File: config.mk
export PLATFORM = sky130hd
export DESIGN_NAME = rvfi_trace_buffer
export DESIGN_NICKNAME = d
export VERILOG_FILES = /design/src/rtl/rvfi_trace_buffer.sv
export SDC_FILE = /design/constraint.sdc
export NUM_CORES = 2
export LEC_CHECK = 0
export CAP_MARGIN = 20
export CELL_PAD_IN_SITES_DETAIL_PLACEMENT = 1
export CELL_PAD_IN_SITES_GLOBAL_PLACEMENT = 1
export CORE_UTILIZATION = 52
export DETAILED_ROUTE_END_ITERATION = 10
export GPL_TIMING_DRIVEN = 1
export PLACE_DENSITY_LB_ADDON = 0.25
export SLEW_MARGIN = 30
export SYNTH_ARGS = -nofsm -noshare
export SYNTH_HDL_FRONTEND = slang
export SYNTH_SLANG_ARGS = --single-unit
File: constraint.sdc
create_clock -name clock -period 21.4 [get_ports clock]
set_clock_uncertainty 0.05 [all_clocks]
set_input_delay 4.28 -clock clock [delete_from_list [all_inputs] [get_ports clock]]
set_output_delay 4.28 -clock clock [all_outputs]
set_load 0.02 [all_outputs]
File: src/rtl/rvfi_trace_buffer.sv
// RVFI retirement trace buffer: captures retirements into a FIFO and serialises
// each entry as five 32-bit trace words; checks order continuity and halts on in_halt.
module rvfi_trace_buffer #(
  parameter int DEPTH = 8
) (
  input  logic                     clock,
  input  logic                     reset,
  input  logic                     in_valid,
  input  logic [63:0]              in_order,
  input  logic [31:0]              in_insn,
  input  logic [31:0]              in_pc_rdata,
  input  logic [31:0]              in_pc_wdata,
  input  logic [31:0]              in_rd_wdata,
  input  logic [4:0]               in_rd_addr,
  input  logic                     in_trap,
  input  logic                     in_halt,
  input  logic                     in_intr,
  output logic                     out_valid,
  output logic [31:0]              out_data,
  output logic                     out_last,
  input  logic                     out_ready,
  output logic [$clog2(DEPTH):0]   count,
  output logic [15:0]              drop_count,
  output logic                     order_error,
  output logic                     halted
);
  localparam int AW = $clog2(DEPTH);
  localparam logic [AW:0] FULL = (AW+1)'(DEPTH);

  typedef struct packed {
    logic [15:0] order;
    logic        trap;
    logic        halt;
    logic        intr;
    logic [4:0]  rd_addr;
    logic [31:0] pc_rdata;
    logic [31:0] insn;
    logic [31:0] rd_wdata;
    logic [31:0] pc_wdata;
  } entry_t;

  entry_t          mem [DEPTH];
  entry_t          head;
  logic [AW-1:0]   wr_ptr, rd_ptr;
  logic [2:0]      widx;
  logic [63:0]     expected_order;
  logic            first_seen;
  logic            take, push, pop, drop;

  // A full FIFO still accepts when the head entry retires its last word this cycle
  assign out_valid = (count != '0);
  assign pop       = out_valid & out_ready & (widx == 3'd4);
  assign take      = in_valid & ~halted;
  assign push      = take & ((count != FULL) | pop);
  assign drop      = take & ~push;
  assign head      = mem[rd_ptr];
  assign out_last  = out_valid & (widx == 3'd4);

  always_comb begin
    out_data = '0;
    if (out_valid) begin
      case (widx)
        3'd0:    out_data = {8'hA5, head.trap, head.halt, head.intr, head.rd_addr, head.order};
        3'd1:    out_data = head.pc_rdata;
        3'd2:    out_data = head.insn;
        3'd3:    out_data = head.rd_wdata;
        default: out_data = head.pc_wdata;
      endcase
    end
  end

  // Storage array carries no reset; validity is tracked by count/pointers
  always_ff @(posedge clock) begin
    if (push)
      mem[wr_ptr] <= '{order: in_order[15:0], trap: in_trap, halt: in_halt, intr: in_intr,
                       rd_addr: in_rd_addr, pc_rdata: in_pc_rdata, insn: in_insn,
                       rd_wdata: in_rd_wdata, pc_wdata: in_pc_wdata};
  end

  always_ff @(posedge clock or negedge reset) begin
    if (!reset) begin
      wr_ptr         <= '0;
      rd_ptr         <= '0;
      count          <= '0;
      widx           <= '0;
      drop_count     <= '0;
      order_error    <= 1'b0;
      halted         <= 1'b0;
      first_seen     <= 1'b0;
      expected_order <= '0;
    end else begin
      if (push) wr_ptr <= wr_ptr + 1'b1;
      if (pop)  rd_ptr <= rd_ptr + 1'b1;
      case ({push, pop})
        2'b10:   count <= count + 1'b1;
        2'b01:   count <= count - 1'b1;
        default: ;
      endcase
      if (out_valid & out_ready) widx <= pop ? 3'd0 : widx + 3'd1;
      if (drop && drop_count != 16'hFFFF) drop_count <= drop_count + 16'd1;
      if (take) begin
        if (first_seen && in_order != expected_order) order_error <= 1'b1;
        expected_order <= in_order + 64'd1;
        first_seen     <= 1'b1;
        if (in_halt) halted <= 1'b1;
      end
    end
  end
endmodule

Word-level counts from Yosys, hierarchy flattened
Memories as Yosys holds them, arrays and structs flattened.
Index checks and enable logic that the tools add are counted.

word-level totals
  register bits = 96
  bits in latches = 0
  bits in writable memories = 1216
  bits in read-only memories = 0
  input port bits = 204
  output and inout bits = 56
  word-level logic and storage cells = 48
  memories kept = 1

memory list
  memory  depth  bits a word  rd ports  clocked after memory_dff  wr ports  line  RTL
  mem     8      152          1         0                         1         42    entry_t mem [DEPTH];

operators by class
  add/sub/neg operators = 7
  multipliers = 0
  divide/modulo/power cells = 0
  $lt $le $gt $ge = 0
  equal/unequal tests = 9
  shift operators = 0
  muxes and demuxes = 6
  bitwise operators = 9
  reductions and logical operators = 7

operator list
  cell                   number
  $pmux 32 s4            1
  $add 64x1->64 const B  1
  $ne 64x64->1           1
  $mux 32                1
  $add 16x1->16 const B  1
  $ne 16x16->1 const B   1
  $add 3x1->3 const B    3
  $pmux 4 s2             1
  $and 1x1->1            6
  $eq 3x2->1 const B     2
  $add 4x1->4 const B    1
  $ne 4x4->1 const B     1
  $reduce_and 2->1       2
  $reduce_bool 4->1      1
  $sub 4x1->4 const B    1
  $eq 3x1->1 const B     1
  $eq 3x3->1 const B     1
  $logic_not 3->1        1
  $mux 3                 1
  $eq 2x1->1 const B     1
  $eq 2x2->1 const B     1
  $logic_and 1x1->1      2
  $mux 1                 2
  $not 1->1              2
  other kinds (2)        2

Longest topological paths before layout
  depth in word-level cells = 8
  depth in mapped cells = 11
  mapped depth without buffers = 11

Least setup slack after synthesis
Ideal clock, no wire load.

  kind = in2reg
  start = in out_ready
  end = mem mem[2][0] (netlist name), enable pin
  setup time = 1.088 ns
  arrival = 20.496 ns
  required time = 20.262 ns
  slack = -0.235 ns
  stages = 4
  buffers on the path = 0
  cells stage by stage = o41ai_1 nor2_1 o21ai_0 nor4b_1

on the way
  word-level cells in the longest chain between the ends = 6

RTL lines
  item                          line  RTL
  start: declaration            21    input logic out_ready,
  $and 1x1->1 (2 in series)     52    assign pop = out_valid & out_ready & (widx == 3'd4);
  $or 1x1->1                    54    assign push = take & ((count != FULL) | pop);
  $and 1x1->1                   54
  $mux 1                        74    if (push)
  $mux 1 (implied by the code)  75    mem[wr_ptr] <= '{order: in_order[15:0], trap: in_trap, halt: in_halt, intr: in_intr,
  end: declaration              42

Every way passes these cells.

Final worst setup path
  start = reg rd_ptr[0]
  end = out out_data[13]

on the way
  word-level cells in the longest chain between the ends = 3

RTL lines
  item                      line  RTL
  start: declaration        44    logic [AW-1:0] wr_ptr, rd_ptr;
  start signal: assignment  93    if (pop) rd_ptr <= rd_ptr + 1'b1;
  $mem_v2 8x152             n/a
  $pmux 32 s4               62    case (widx)
  $mux 32                   61    if (out_valid) begin
  end: declaration          19    output logic [31:0] out_data,

Every way passes these cells.

==> results_dict.tcl <==
set metrics [dict create \
    crit_path_start_kind "register" \
    yosys.cell_types.count 58 \
    cts.sink_count 1312 \
    ff2ff_setup_slack_ps 16710 \
    clk_latency_ps 740 \
    r2r_cells 9 \
    grt.total_usage_pct 28.23 \
    htree_levels 4 \
    cts_resized 0 \
    path_cells "buf_6 -> nor2b_4 -> buf_4 -> a22oi_1 -> and3_1 -> a2111oi_1 -> a21oi_1 -> clkdlybuf4s50_1" \
    maxCapViolCount 0 \
    fp.dieW_um 319.5 \
    drt-vias-per-instance 6.227 \
    worst_pin_slew_ps 1120 \
    cp.arrival_ps 5500 \
    avgRoutedWirePerCell_um 31.52 \
    finalNonFillerCells 4513 \
    dp.cells 4249 \
    slowest_delay_ps 820 \
    port_buffers 259 \
    rsz0062_at_grt "false" \
    async_reset_ff_share_pct 7.317 \
    nets 3308 \
    ios 260 \
    placement_rows 116 \
    crit_family "buffers and inverters" \
    p_sw_mw 2.299 \
    fillCellCount 8532 \
    hp-class "register to register" \
    outcome "finished, final reports clean" \
    setup_viol 0 \
    yosys_warnings 0 \
    sw_frac_of_total_pct 30.98 \
    final.period_utilization_pct 45.95 \
    ys_seq_elements 1312 \
    antenna_found_initial 26 \
    drive_gt1_share_pct 16.66 \
    post_cts.repair.setup_buffers 0 \
    fin_crit_ps 9833 \
    path_buf_inv 3 \
    firstDrtPassIters 5 \
    r2r_start "widx[0]" \
    dp_hpwl_mm 84.56 \
    grt_max_degree 149 \
    power_density_nw_per_um2 121.3 \
    path_clk_slew_ps 60 \
    yosysSeqAreaShare_pct 74.23 \
    drt_iter0_markers 2551 \
    postSynthAreaPerCell_um2 18.81 \
    fp.dieH_um 319.5 \
    critical-path-slowest-cell "a2111oi_1" \
    ant_nets 0 \
    final_util_pct 61.18 \
    grt_pass1_wl_mm 208.2 \
    intPower_mw 5.123 \
    netlist_area_um2 52430 \
    hold_depth 1 \
    drc 0 \
    synth_edf_count 1216 \
    globalplace.congestion 0.8178 \
    pwr-share-clk_pct 31.4 \
    cts_tree "yes" \
    syn-instance-count 2788 \
    hp-start "order_error" \
    endpoint_kind "primary output" \
    wl_mm 142.3 \
    maxSlewHeadroom_pct 25.36 \
    root_buffer "clkbuf_16" \
    numCtsBuffers 136 \
    area_growth_pct 16.69 \
    core_um2 100000 \
    crit_required_ps 17070 \
    path_class "register to primary output" \
    p_total_mw 7.422 \
    grt_pass1_vias 30160 \
    start_util_pct 52.43 \
    drv_slew 0 \
    setup_tns_ps 0 \
    synth_nets 3004 \
    timing.fmax_mhz 101.7 \
    clk_path_buf_depth 3 \
    pwr-share-comb_pct 29.0 \
    postCtsHoldBufs 0 \
    ir_drop_mv 0.1024 \
    die_area_um2 102100 \
    cellLeakagePower_nw 19.64 \
    num_vias 28100 \
    hold_path_end "order_error" \
    reg2reg_to "mem[7][114]" \
    cp_max_fo 47 \
    grt-ovfl-total 0 \
    pwr-share-seq_pct 39.5 \
    synth-main-ff-cell "edfxtp_1" \
    finalHoldViolCount 0 \
]
==> stage by stage <==
stage	hold slack [ps]	setup WS [ps]	cell area, um^2
5_1_grt	452.9	11440	61170
3_3_place_gp	404.9	12030	56650
3_5_place_dp	423.1	11940	56690
6_report	441.0	11570	61180
2_1_floorplan	385.3	900.7	52440
4_1_cts	436.1	11020	61050
==> sequential cells by signal, indices dropped and copies added, names as in the netlist, 3 cells and up <==
| name | flops |
|---|---|
| drop_count | 16 |
| expected_order | 64 |
| wr_ptr | 3 |
| rd_ptr | 3 |
| widx | 3 |
| mem | 1216 |
| count | 4 |
==> cell type report <==
type	instances	area [um^2]	area share [%]
Sequential cell	1312	38930	63.63
Multi-Input combinational cell	1309	12970	21.21
Clock buffer	171	3628	5.931
Timing Repair Buffer	316	3192	5.217
Tap cell	1298	1624	2.655
Clock inverter	74	729.5	1.192
Inverter	17	63.81	0.1043
Antenna cell	16	40.04	0.06544
==> cells by family (layout without fill, tap and decap cells) <==
family,Yosys count,after routing,share of synthesized area (%)
mux,496,496,14.74
fa+ha+maj,12,12,0.3007
xor+xnor,125,125,2.088
compound gates,294,294,3.673
buf+inv,167,578,1.262
simple gates,382,382,3.713
other cells,0,16,0
flops,1312,1312,74.23
==> metal layers <==
layer	share of wire, %	up-vias	wire length [um]	global-route usage [%]
met4	4.4	12	6214	12.23
met3	6.3	248	9013	5.079
li1	-	11970	-	-
met5	0.050	-	71	0
met2	51	1032	71980	47.80
met1	39	14840	54990	35.87
==> cells in the final DEF, fill, tap and decap left out, drive strengths merged, types with 11 or more instances in the layout <==
cell type and count:
nand3 39, mux4 218, o22ai 12, and3 26, diode 16, a22oi 75, nand2 94, xnor2 107
buf 58, a21oi 33, bufinv 12, xor2 18, or3 18, o21ai 83, a221oi 18, mux2i 250
clkinv 49, clkdlybuf4s50 258, clkbuf 171, nor2 77, nand4 40, mux2 28, ha 11, nor3 27
inv 25, a31oi 21, dfrtp 96, nor4 22, edfxtp 1216, a2111oi 13
==> power groups by stage <==
| stage | Sequential [mW] | Combinational, mW | Clock (mW) |
|---|---|---|---|
| 6_report | 2.93 | 2.16 | 2.33 |
| 5_1_grt | 2.94 | 2.26 | 2.45 |
| 4_1_cts | 2.95 | 2.15 | 2.37 |
| 3_5_place_dp | 3.00 | 2.12 | 0 |
| 3_3_place_gp | 2.99 | 2.05 | 0 |
| 2_1_floorplan | 2.93 | 1.33 | 0 |
==> worst max-delay path by stage <==
stage	depth (start not counted)	startpoint	slack, ps	end
finish	8	rd_ptr[0]	11570	out_data[13]
detailed placement	8	rd_ptr[0]	11940	out_data[13]
global placement	8	rd_ptr[0]	12030	out_data[22]
floorplan	4	out_ready	900	mem[0][0]
CTS	8	rd_ptr[0]	11020	out_data[13]
global route	8	rd_ptr[0]	11440	out_data[22]
==> synth_stat cells, types with 18 or more instances <==
| cell | count | area [um^2] |
|---|---|---|
| o21ai_0 | 83 | 415.4 |
| xnor2_1 | 107 | 937.2 |
| mux2i_1 | 250 | 2502 |
| buf_1 | 48 | 180.2 |
| a31oi_1 | 21 | 131.4 |
| or3_1 | 18 | 112.6 |
| clkbuf_1 | 79 | 296.5 |
| nor2_1 | 77 | 289.0 |
| xor2_1 | 18 | 157.7 |
| mux2_2 | 28 | 315.3 |
| a21oi_1 | 33 | 165.2 |
| and3_1 | 26 | 162.7 |
| a221oi_1 | 18 | 157.7 |
| nand4_1 | 39 | 244.0 |
| nand2_1 | 94 | 352.8 |
| nor4_1 | 22 | 137.6 |
| dfrtp_1 | 96 | 2402 |
| nand3_1 | 39 | 195.2 |
| nor3_1 | 27 | 135.1 |
| buf_2 | 21 | 105.1 |
| a22oi_1 | 75 | 563.0 |
| mux4_2 | 218 | 4910 |
| edfxtp_1 | 1216 | 36520 |
(Power assumes the default switching activity.)
